### src/rtl/reorder_buffer.sv
// reorder_buffer: 16-entry circular in-order commit buffer.
//
// Dispatch allocates one entry per accepted issue. The tag the entry receives
// is rob_reorder, which always equals the tail pointer. The ALU and LSB
// broadcast results by tag. Entries retire strictly in program order, at most
// one per cycle. A retiring branch that was mispredicted raises flush_flag,
// which empties the buffer.
//
// Optional feature (macro ROB_BYPASS_EN):
//   defined   - the operand queries also forward a same-cycle ALU/LSB
//               broadcast (the ALU wins when both carry the same tag).
//   undefined - the queries see stored state only.
//
// Ports:
//   clk, rst            clock (rising edge), synchronous active-high reset
//   rdy                 global enable; when low, all state holds
//   issue_flag/rd/type  dispatch request (type 0 reg-write, 1 branch, 2 store)
//   rob_full            no free entry
//   rob_reorder         tag that the next accepted issue will receive
//   q1_/q2_tag          operand tags queried by dispatch
//   q1_/q2_ready, _val  queried entry is busy and ready, plus its value
//   alu_ans_*           ALU broadcast: tag, value, mispredict flag, target
//   lsb_*               LSB broadcast: tag, value
//   commit_*            one-cycle retire pulse with rd/value/tag
//   store_commit        the retired entry is a store
//   flush_flag/pc       one-cycle mispredict flush and its redirect PC
//
// Handshake semantics: every *_flag input is a single-cycle valid. It is
// consumed at the rising edge where it is high and rdy is high. There is no
// back-pressure, except that an issue is dropped while rob_full is high (as
// sampled before that edge) or while a flush retires at that edge. The
// commit_flag, store_commit and flush_flag outputs are registered pulses that
// are high for exactly one cycle per event.

module reorder_buffer #(
    parameter int ROB_SIZE = 16,
    parameter int TAG_W    = 4
) (
    input  logic             clk,
    input  logic             rst,
    input  logic             rdy,
    input  logic             issue_flag,
    input  logic [4:0]       issue_rd,
    input  logic [1:0]       issue_type,
    output logic             rob_full,
    output logic [TAG_W-1:0] rob_reorder,
    input  logic [TAG_W-1:0] q1_tag,
    input  logic [TAG_W-1:0] q2_tag,
    output logic             q1_ready,
    output logic             q2_ready,
    output logic [31:0]      q1_val,
    output logic [31:0]      q2_val,
    input  logic             alu_ans_flag,
    input  logic [TAG_W-1:0] alu_ans_reorder,
    input  logic [31:0]      alu_ans,
    input  logic             alu_mispred,
    input  logic [31:0]      alu_target,
    input  logic             lsb_flag,
    input  logic [TAG_W-1:0] lsb_reorder,
    input  logic [31:0]      lsb_val,
    output logic             commit_flag,
    output logic [4:0]       commit_rd,
    output logic [31:0]      commit_val,
    output logic [TAG_W-1:0] commit_reorder,
    output logic             store_commit,
    output logic             flush_flag,
    output logic [31:0]      flush_pc
);

    localparam logic [1:0]     TYPE_BRANCH = 2'd1;
    localparam logic [1:0]     TYPE_STORE  = 2'd2;
    localparam logic [TAG_W:0] FULL_COUNT  = (TAG_W+1)'(ROB_SIZE);

    // Per-entry state.
    logic [ROB_SIZE-1:0] busy;
    logic [ROB_SIZE-1:0] ready;
    logic [ROB_SIZE-1:0] mispred;
    logic [1:0]          typ    [ROB_SIZE];
    logic [4:0]          rd_q   [ROB_SIZE];
    logic [31:0]         value  [ROB_SIZE];
    logic [31:0]         target [ROB_SIZE];

    logic [TAG_W-1:0] head;
    logic [TAG_W-1:0] tail;
    logic [TAG_W:0]   count;

    logic commit_now;
    logic flush_now;
    logic issue_ok;

    assign rob_full    = (count == FULL_COUNT);
    assign rob_reorder = tail;

    // Every retire decision is made from the state before the edge. This is
    // why a full buffer that commits in some cycle still rejects an issue in
    // that same cycle.
    assign commit_now = busy[head] & ready[head];
    assign flush_now  = commit_now & mispred[head];
    assign issue_ok   = issue_flag & ~rob_full & ~flush_now;

    // Operand queries.
`ifdef ROB_BYPASS_EN
    logic q1_alu_hit, q1_lsb_hit, q2_alu_hit, q2_lsb_hit;

    assign q1_alu_hit = alu_ans_flag && (alu_ans_reorder == q1_tag);
    assign q1_lsb_hit = lsb_flag && (lsb_reorder == q1_tag);
    assign q2_alu_hit = alu_ans_flag && (alu_ans_reorder == q2_tag);
    assign q2_lsb_hit = lsb_flag && (lsb_reorder == q2_tag);

    assign q1_ready = busy[q1_tag] & (ready[q1_tag] | q1_alu_hit | q1_lsb_hit);
    assign q2_ready = busy[q2_tag] & (ready[q2_tag] | q2_alu_hit | q2_lsb_hit);
    assign q1_val   = q1_alu_hit ? alu_ans : (q1_lsb_hit ? lsb_val : value[q1_tag]);
    assign q2_val   = q2_alu_hit ? alu_ans : (q2_lsb_hit ? lsb_val : value[q2_tag]);
`else
    assign q1_ready = busy[q1_tag] & ready[q1_tag];
    assign q2_ready = busy[q2_tag] & ready[q2_tag];
    assign q1_val   = value[q1_tag];
    assign q2_val   = value[q2_tag];
`endif

    always_ff @(posedge clk) begin
        if (rst) begin
            busy           <= '0;
            ready          <= '0;
            mispred        <= '0;
            head           <= '0;
            tail           <= '0;
            count          <= '0;
            commit_flag    <= 1'b0;
            commit_rd      <= '0;
            commit_val     <= '0;
            commit_reorder <= '0;
            store_commit   <= 1'b0;
            flush_flag     <= 1'b0;
            flush_pc       <= '0;
        end else if (!rdy) begin
            commit_flag  <= 1'b0;
            store_commit <= 1'b0;
            flush_flag   <= 1'b0;
        end else begin
            commit_flag  <= commit_now;
            store_commit <= commit_now && (typ[head] == TYPE_STORE);
            flush_flag   <= flush_now;
            if (commit_now) begin
                commit_rd      <= (typ[head] == TYPE_BRANCH || typ[head] == TYPE_STORE)
                                  ? 5'd0 : rd_q[head];
                commit_val     <= value[head];
                commit_reorder <= head;
            end
            if (flush_now) begin
                flush_pc <= target[head];
            end

            // Writeback. The LSB write comes first so that the ALU write
            // overrides it when both buses carry the same tag. Only busy
            // entries accept a result. An entry allocated at this edge was
            // free before the edge, so a broadcast to it is dropped.
            if (lsb_flag && busy[lsb_reorder]) begin
                ready[lsb_reorder] <= 1'b1;
                value[lsb_reorder] <= lsb_val;
            end
            if (alu_ans_flag && busy[alu_ans_reorder]) begin
                ready[alu_ans_reorder]   <= 1'b1;
                value[alu_ans_reorder]   <= alu_ans;
                mispred[alu_ans_reorder] <= alu_mispred;
                target[alu_ans_reorder]  <= alu_target;
            end

            if (flush_now) begin
                busy    <= '0;
                ready   <= '0;
                mispred <= '0;
                head    <= '0;
                tail    <= '0;
                count   <= '0;
            end else begin
                if (commit_now) begin
                    busy[head] <= 1'b0;
                    head       <= head + TAG_W'(1);
                end
                if (issue_ok) begin
                    busy[tail]    <= 1'b1;
                    // A store has nothing to wait for and can retire at once.
                    ready[tail]   <= (issue_type == TYPE_STORE);
                    mispred[tail] <= 1'b0;
                    typ[tail]     <= issue_type;
                    rd_q[tail]    <= issue_rd;
                    tail          <= tail + TAG_W'(1);
                end
                count <= count + (TAG_W+1)'(issue_ok) - (TAG_W+1)'(commit_now);
            end
        end
    end

endmodule
### config.mk
export PLATFORM = sky130hd
export DESIGN_NAME = reorder_buffer
export DESIGN_NICKNAME = d
export VERILOG_FILES = /design/src/rtl/reorder_buffer.sv
export SDC_FILE = /design/constraint.sdc
export NUM_CORES = 2
export LEC_CHECK = 0
export CORE_MARGIN = 10
export CORE_UTILIZATION = 35
export DETAILED_ROUTE_END_ITERATION = 10
export MAX_ROUTING_LAYER = met4
export SLEW_MARGIN = 20
export SYNTH_ARGS = -nofsm -noshare
export SYNTH_HDL_FRONTEND = slang
export SYNTH_SLANG_ARGS = --single-unit
### constraint.sdc
create_clock -name clk -period 4.7 [get_ports clk]
set_input_delay 0.705 -clock clk [delete_from_list [all_inputs] [get_ports clk]]
set_output_delay 0.705 -clock clk [all_outputs]
set_load 0.02 [all_outputs]
### Word level (Yosys, flattened, before mapping)

Memory sizes are Yosys's and may differ from the RTL's. A register that Yosys moved wholly into a read port is not among the register bits.
Index checks and enable logic that the tools add are counted.

| word-level totals | value |
|---|---|
| flip-flop bits (word level) | 73 |
| latch bits | 0 |
| RAM bits | 1,136 |
| memory bits (read-only) | 0 |
| output and inout port bits | 147 |
| logic and storage cells | 134 |
| memories kept | 4 |

| operators by class | value |
|---|---|
| add/sub/neg operators | 4 |
| multipliers | 0 |
| divide/modulo/power cells | 0 |
| $lt $le $gt $ge | 10 |
| equal/unequal tests | 4 |
| shift operators | 0 |
| multiplexer cells | 70 |
| bitwise operators | 16 |
| reductions and logical operators | 15 |

Memories:

| name | depth | bits a word | read ports | clocked after Yosys merged registers in | write ports | RTL line | source |
|---|---|---|---|---|---|---|---|
| target | 16 | 32 | 1 | 1 | 1 | 81 | `logic [31:0] target [ROB_SIZE];` |
| value | 16 | 32 | 3 | 1 | 2 | 80 | `logic [31:0] value [ROB_SIZE];` |
| rd_q | 16 | 5 | 1 | 1 | 1 | 79 | `logic [4:0] rd_q [ROB_SIZE];` |
| typ | 16 | 2 | 1 | 1 | 1 | 78 | `logic [1:0] typ [ROB_SIZE];` |

Operators by type and width:

| kind | count |
|---|---|
| $mux 16 | 19 |
| $or 16x16->16 | 3 |
| $bmux 1 s4 | 9 |
| $and 16x16->16 | 2 |
| $bwmux 16 | 2 |
| $mux 4 | 8 |
| $not 16->16 | 2 |
| $lt 4x5->1 const B | 6 |
| $mux 1 | 26 |
| $demux 1 s4 | 4 |
| $ge 4x1->1 const B | 4 |
| $mux 5 | 2 |
| $add 4x1->4 const B | 2 |
| $reduce_and 2->1 | 4 |
| $logic_and 1x1->1 | 7 |
| $and 1x1->1 | 6 |
| $add 5x1->5 | 1 |
| $eq 5x5->1 const B | 1 |
| $sub 5x1->5 | 1 |
| $eq 2x2->1 const B | 2 |
| $reduce_bool 2->1 | 2 |
| $not 1->1 | 3 |
| $eq 2x1->1 const B | 1 |
| $reduce_or 2->1 | 1 |
| $logic_or 1x1->1 | 1 |

### Logic depth before layout (Yosys ltp)

| logic depth | value |
|---|---|
| word-level depth | 15 |
| mapped depth | 20 |
| depth with buffers taken out | 16 |

### Worst setup path before layout

Ideal clock, no wire load.

| path | value |
|---|---|
| kind | input-to-reg |
| start point | in rst |
| end point | mem value[0][0], enable pin |
| setup time | 0.466 ns |
| arrival | 3.921 ns |
| data required time | 4.234 ns |
| path slack | 0.314 ns |
| cell stages on the path | 5 |
| path buffers | 3 |
| path through | buf_2 -> nand2b_1 -> buf_1 -> clkbuf_1 -> o21ai_0 |

RTL lines:

| what | RTL line | source |
|---|---|---|
| from (decl) | 40 | `input logic rst,` |
| to (decl) | 80 |  |

### Worst setup path in the final report

| path | value |
|---|---|
| start point | reg head[0] |
| end point | reg count[4] |

| between the ends | value |
|---|---|
| word-level cells in the longest chain between the ends | 9 |
| elaborated cells between the ends (all ways) | 13 |

RTL lines:

| what | RTL line | source |
|---|---|---|
| from (decl) | 83 | `logic [TAG_W-1:0] head;` |
| from (signal assigned) | 179 | `head <= head + TAG_W'(1);` |
| $bmux 1 s4 | 97 | `assign commit_now = busy[head] & ready[head];` |
| $mux 1 (implied by the code) | 97 |  |
| $and 1x1->1 | 97 |  |
| $and 1x1->1 | 98 | `assign flush_now = commit_now & mispred[head];` |
| $not 1->1 | 99 | `assign issue_ok = issue_flag & ~rob_full & ~flush_now;` |
| $and 1x1->1 | 99 |  |
| $add 5x1->5 | 190 | `count <= count + (TAG_W+1)'(issue_ok) - (TAG_W+1)'(commit_now);` |
| $sub 5x1->5 | 190 |  |
| $mux 5 (*) | 169 | `if (flush_now) begin` |
| to (signal assigned) | 190 |  |
| to (decl) | 85 | `logic [TAG_W:0] count;` |

Mark *: on every way between the ends. The rest lies on a longest branch, timed or not. The select of a mux whose other input is x is not followed.
A chain may end at the register's enable or synchronous reset.

==> impl_metrics.json <==
{
  "layout_min_cycle_time_ns": 3.924,
  "cp.depth": 15,
  "syn_avg_cell_area_um2": 18.19,
  "min_path_cells": 2,
  "root_buffer": "clkbuf_16",
  "met1_usage": 0.2546,
  "fin_area_um2": 74810,
  "seq_power_share": 0.477,
  "antenna_found_initial": 36,
  "cp-start-kind": "register",
  "dr.pass1.iters": 6,
  "gp_congestion": 0.9435,
  "clkTransAtPathRegs_ns": 0.06,
  "crit_family": "adder cells",
  "grt-ovfl-total": 0,
  "peakVddDrop_mv": 0.3596,
  "fin_nets": 3844,
  "cts_setup_buffers": 0,
  "die-height_um": 447.1,
  "ys_types": 76,
  "synth-seq-cells": 1277,
  "ys.flop_type": "edfxtp_1",
  "grt-busiest-layer": "met2",
  "slew_viol_final": 0,
  "hold_viol_final": 0,
  "ios": 273,
  "clkLatencyLatePin_ns": 0.82,
  "place_hpwl_mm": 119.7,
  "end_kind": "register",
  "die-area_um2": 199900,
  "cp_cell_sequence": "mux4_1, nand3_1, and4_1, or3_1, nand2_1, ha_1, inv_1, ha_1, inv_1, fa_1, inv_1, a21oi_1, o21bai_1, xnor2_1, o311ai_1",
  "portBuffers": 272,
  "synth_warnings": 0,
  "critPathMaxStageDelay_ns": 0.64,
  "power.share.clock": 0.450,
  "fmax_mhz": 254.9,
  "fin_skew_ns": 0.04715,
  "min_path_type": "in2reg",
  "p_leak_uw": 0.02276,
  "cp.arrival_ns": 4.60,
  "syn-cell-area_um2": 63840,
  "core_area_um2": 181100,
  "cts.repair.resized": 0,
  "crit_path_frequent_cell": "inv_1",
  "crit_slowest_cell": "mux4_1",
  "start_util": 0.3524,
  "globalRouteTotalUtil": 0.2059,
  "ys_async_sr_fraction": 0,
  "synthCells": 3509,
  "power_switching_uw": 6026,
  "drcViolationCount": 0,
  "h-tree-depth": 4,
  "use_met3": 0.03661,
  "numCtsBuffers": 147,
  "clock_path_buffers": 3,
  "drive_gt1_frac": 0.4066,
  "tns_ns": 0,
  "timing.max_cap.violations": 0,
  "reg2reg_depth": 15,
  "setup_viol": 0,
  "comb_power_share": 0.072,
  "rows": 156,
  "switching_share": 0.2314,
  "clock_sinks": 1277,
  "yosysSeqAreaShare": 0.5786,
  "rsz0062_at_grt": "no",
  "cts_tree": "done",
  "cp.required_ns": 5.38,
  "use_met2": 0.3330,
  "grt_pass1_wl_mm": 289.6,
  "grt_max_degree": 143,
  "critPathKind": "reg2reg",
  "ant_nets": 0,
  "wl_mm": 203.8,
  "fin_crit_sh": 0.8349,
  "synth_edf_count": 1136,
  "wire_per_inst_um": 32.76,
  "die_w_um": 447.1,
  "layout_commonest_cell": "edfxtp_1",
  "p_per_area_nw_per_um2": 348.1,
  "syn_nets": 3651,
  "placed_area_um2": 69730,
  "critical_path_buf_inv_count": 3,
  "cp_max_fo": 19,
  "syn2layout_area_growth_pct": 17.18,
  "r2r_setup_slack_ns": 0.78,
  "mostFrequentLayoutCells": "1,136 x edfxtp_1, 688 x mux4_2, 458 x mux2_2",
  "tightest_slew_ns": 1.038,
  "intPower_uw": 20010,
  "viasPerCell": 6.002,
  "vias": 37340,
  "first_iter_violations": 3851,
  "grt_pass1_vias": 38470,
  "hold_buffers": 0,
  "status": "completed",
  "maxSlewHeadroom": 0.3064
}
==> final timing paths <==
check,to,from
hold reg to reg,commit_val[26],commit_val[26]
setup / recovery,count[4],head[0]
setup reg to reg,count[4],head[0]
hold / removal,count[0],rst
==> kinds of logic after synthesis <==
group / synth area share
adders and majority gates: 0.003254
DFF: 0.5786
and+or+nand+nor: 0.02836
AOI/OAI and AO/OA: 0.02797
muxes: 0.3349
buffers and inverters: 0.02613
xor gates and xnor gates: 0.0008233
==> power groups by stage <==
stage | logic, µW | clock network (µW) | registers [µW]
after floorplan | 1110 | 0 | 12700
after global placement | 1870 | 0 | 12700
after detailed placement | 1890 | 0 | 12700
after CTS | 1900 | 12000 | 12400
after global routing | 2000 | 12400 | 12400
final | 1880 | 11700 | 12400
==> worst reg2reg max path, stage by stage, from the launching register on <==
cell and delay, ns:
dfxtp_4 0.59, mux4_1 0.66, nand3_1 0.12, and4_1 0.48, or3_1 0.21, nand2_1 0.06
ha_1 0.31, inv_1 0.06, ha_1 0.16, inv_1 0.06, fa_1 0.43, inv_1 0.07
a21oi_1 0.05, o21bai_1 0.18, xnor2_1 0.11, o311ai_1 0.25
==> cell usage after synthesis (all sizes together), types with 4 or more instances <==
cell type | count | share of area
a211oi | 10 | 0.0013
o21ai | 40 | 0.0031
and2 | 8 | 0.00078
mux2i | 7 | 0.0011
mux2 | 514 | 0.091
nand3 | 51 | 0.0040
inv | 28 | 0.0016
nand2b | 9 | 0.00088
o2bb2ai | 5 | 0.00069
or2 | 5 | 0.00049
and3 | 4 | 0.00047
nor2 | 78 | 0.0046
a21oi | 69 | 0.0055
buf | 155 | 0.013
nand4 | 9 | 0.00088
dfxtp | 141 | 0.044
nor3 | 16 | 0.0023
ha | 15 | 0.0029
o31ai | 4 | 0.00055
clkbuf | 189 | 0.011
o211ai | 5 | 0.00059
a2111oi | 6 | 0.0011
nor2b | 24 | 0.0024
a31oi | 13 | 0.0013
a21o | 7 | 0.00082
o22ai | 18 | 0.0018
edfxtp | 1136 | 0.53
mux4 | 689 | 0.24
nand2 | 143 | 0.0084
or3 | 10 | 0.00098
a311oi | 6 | 0.00082
a32o | 41 | 0.0064
==> through the flow <==
stage	worst slack (ns)	power (µW)	std cells	utilization	hold WS [ns]
final	0.7762	26040	6221	0.4130	0.4335
after global routing	0.4795	26860	6218	0.4129	0.4176
after CTS	0.7356	26290	6199	0.4126	0.3779
after detailed placement	0.4079	14560	5923	0.3850	0.4478
after global placement	0.3902	14540	5923	0.3850	0.4445
after floorplan	0.3138	13770	3509	-	0.4273
==> sequential cells by signal, indices dropped and copies added, names as in the netlist, named ones only <==
name,cells
rd_q,80
commit_reorder,4
busy,16
rob_reorder,4
commit_flag,1
flush_pc,32
mispred,16
commit_rd,5
typ,32
ready,16
count,5
target,512
value,512
store_commit,1
flush_flag,1
head,4
commit_val,32
==> per-layer routing <==
metal | vias up | part of all wire
li1 | 15180 | -
met3 | 431 | 0.070
met1 | 19990 | 0.39
met4 | 0 | 0.043
met2 | 1740 | 0.50
met5 | - | 0
==> area by class of cell <==
cell class                 instances  area [µm²]
timing repair buffer             388        4265
clock buffer                     201        4011
sequential                      1277       36950
antenna                           22       55.05
inverter                          28       105.1
fill                           16140      106300
multi-input combinational       1860       25450
tap                             2370        2965
clock inverter                    75        1005
Power figures use the tool's default switching activity.
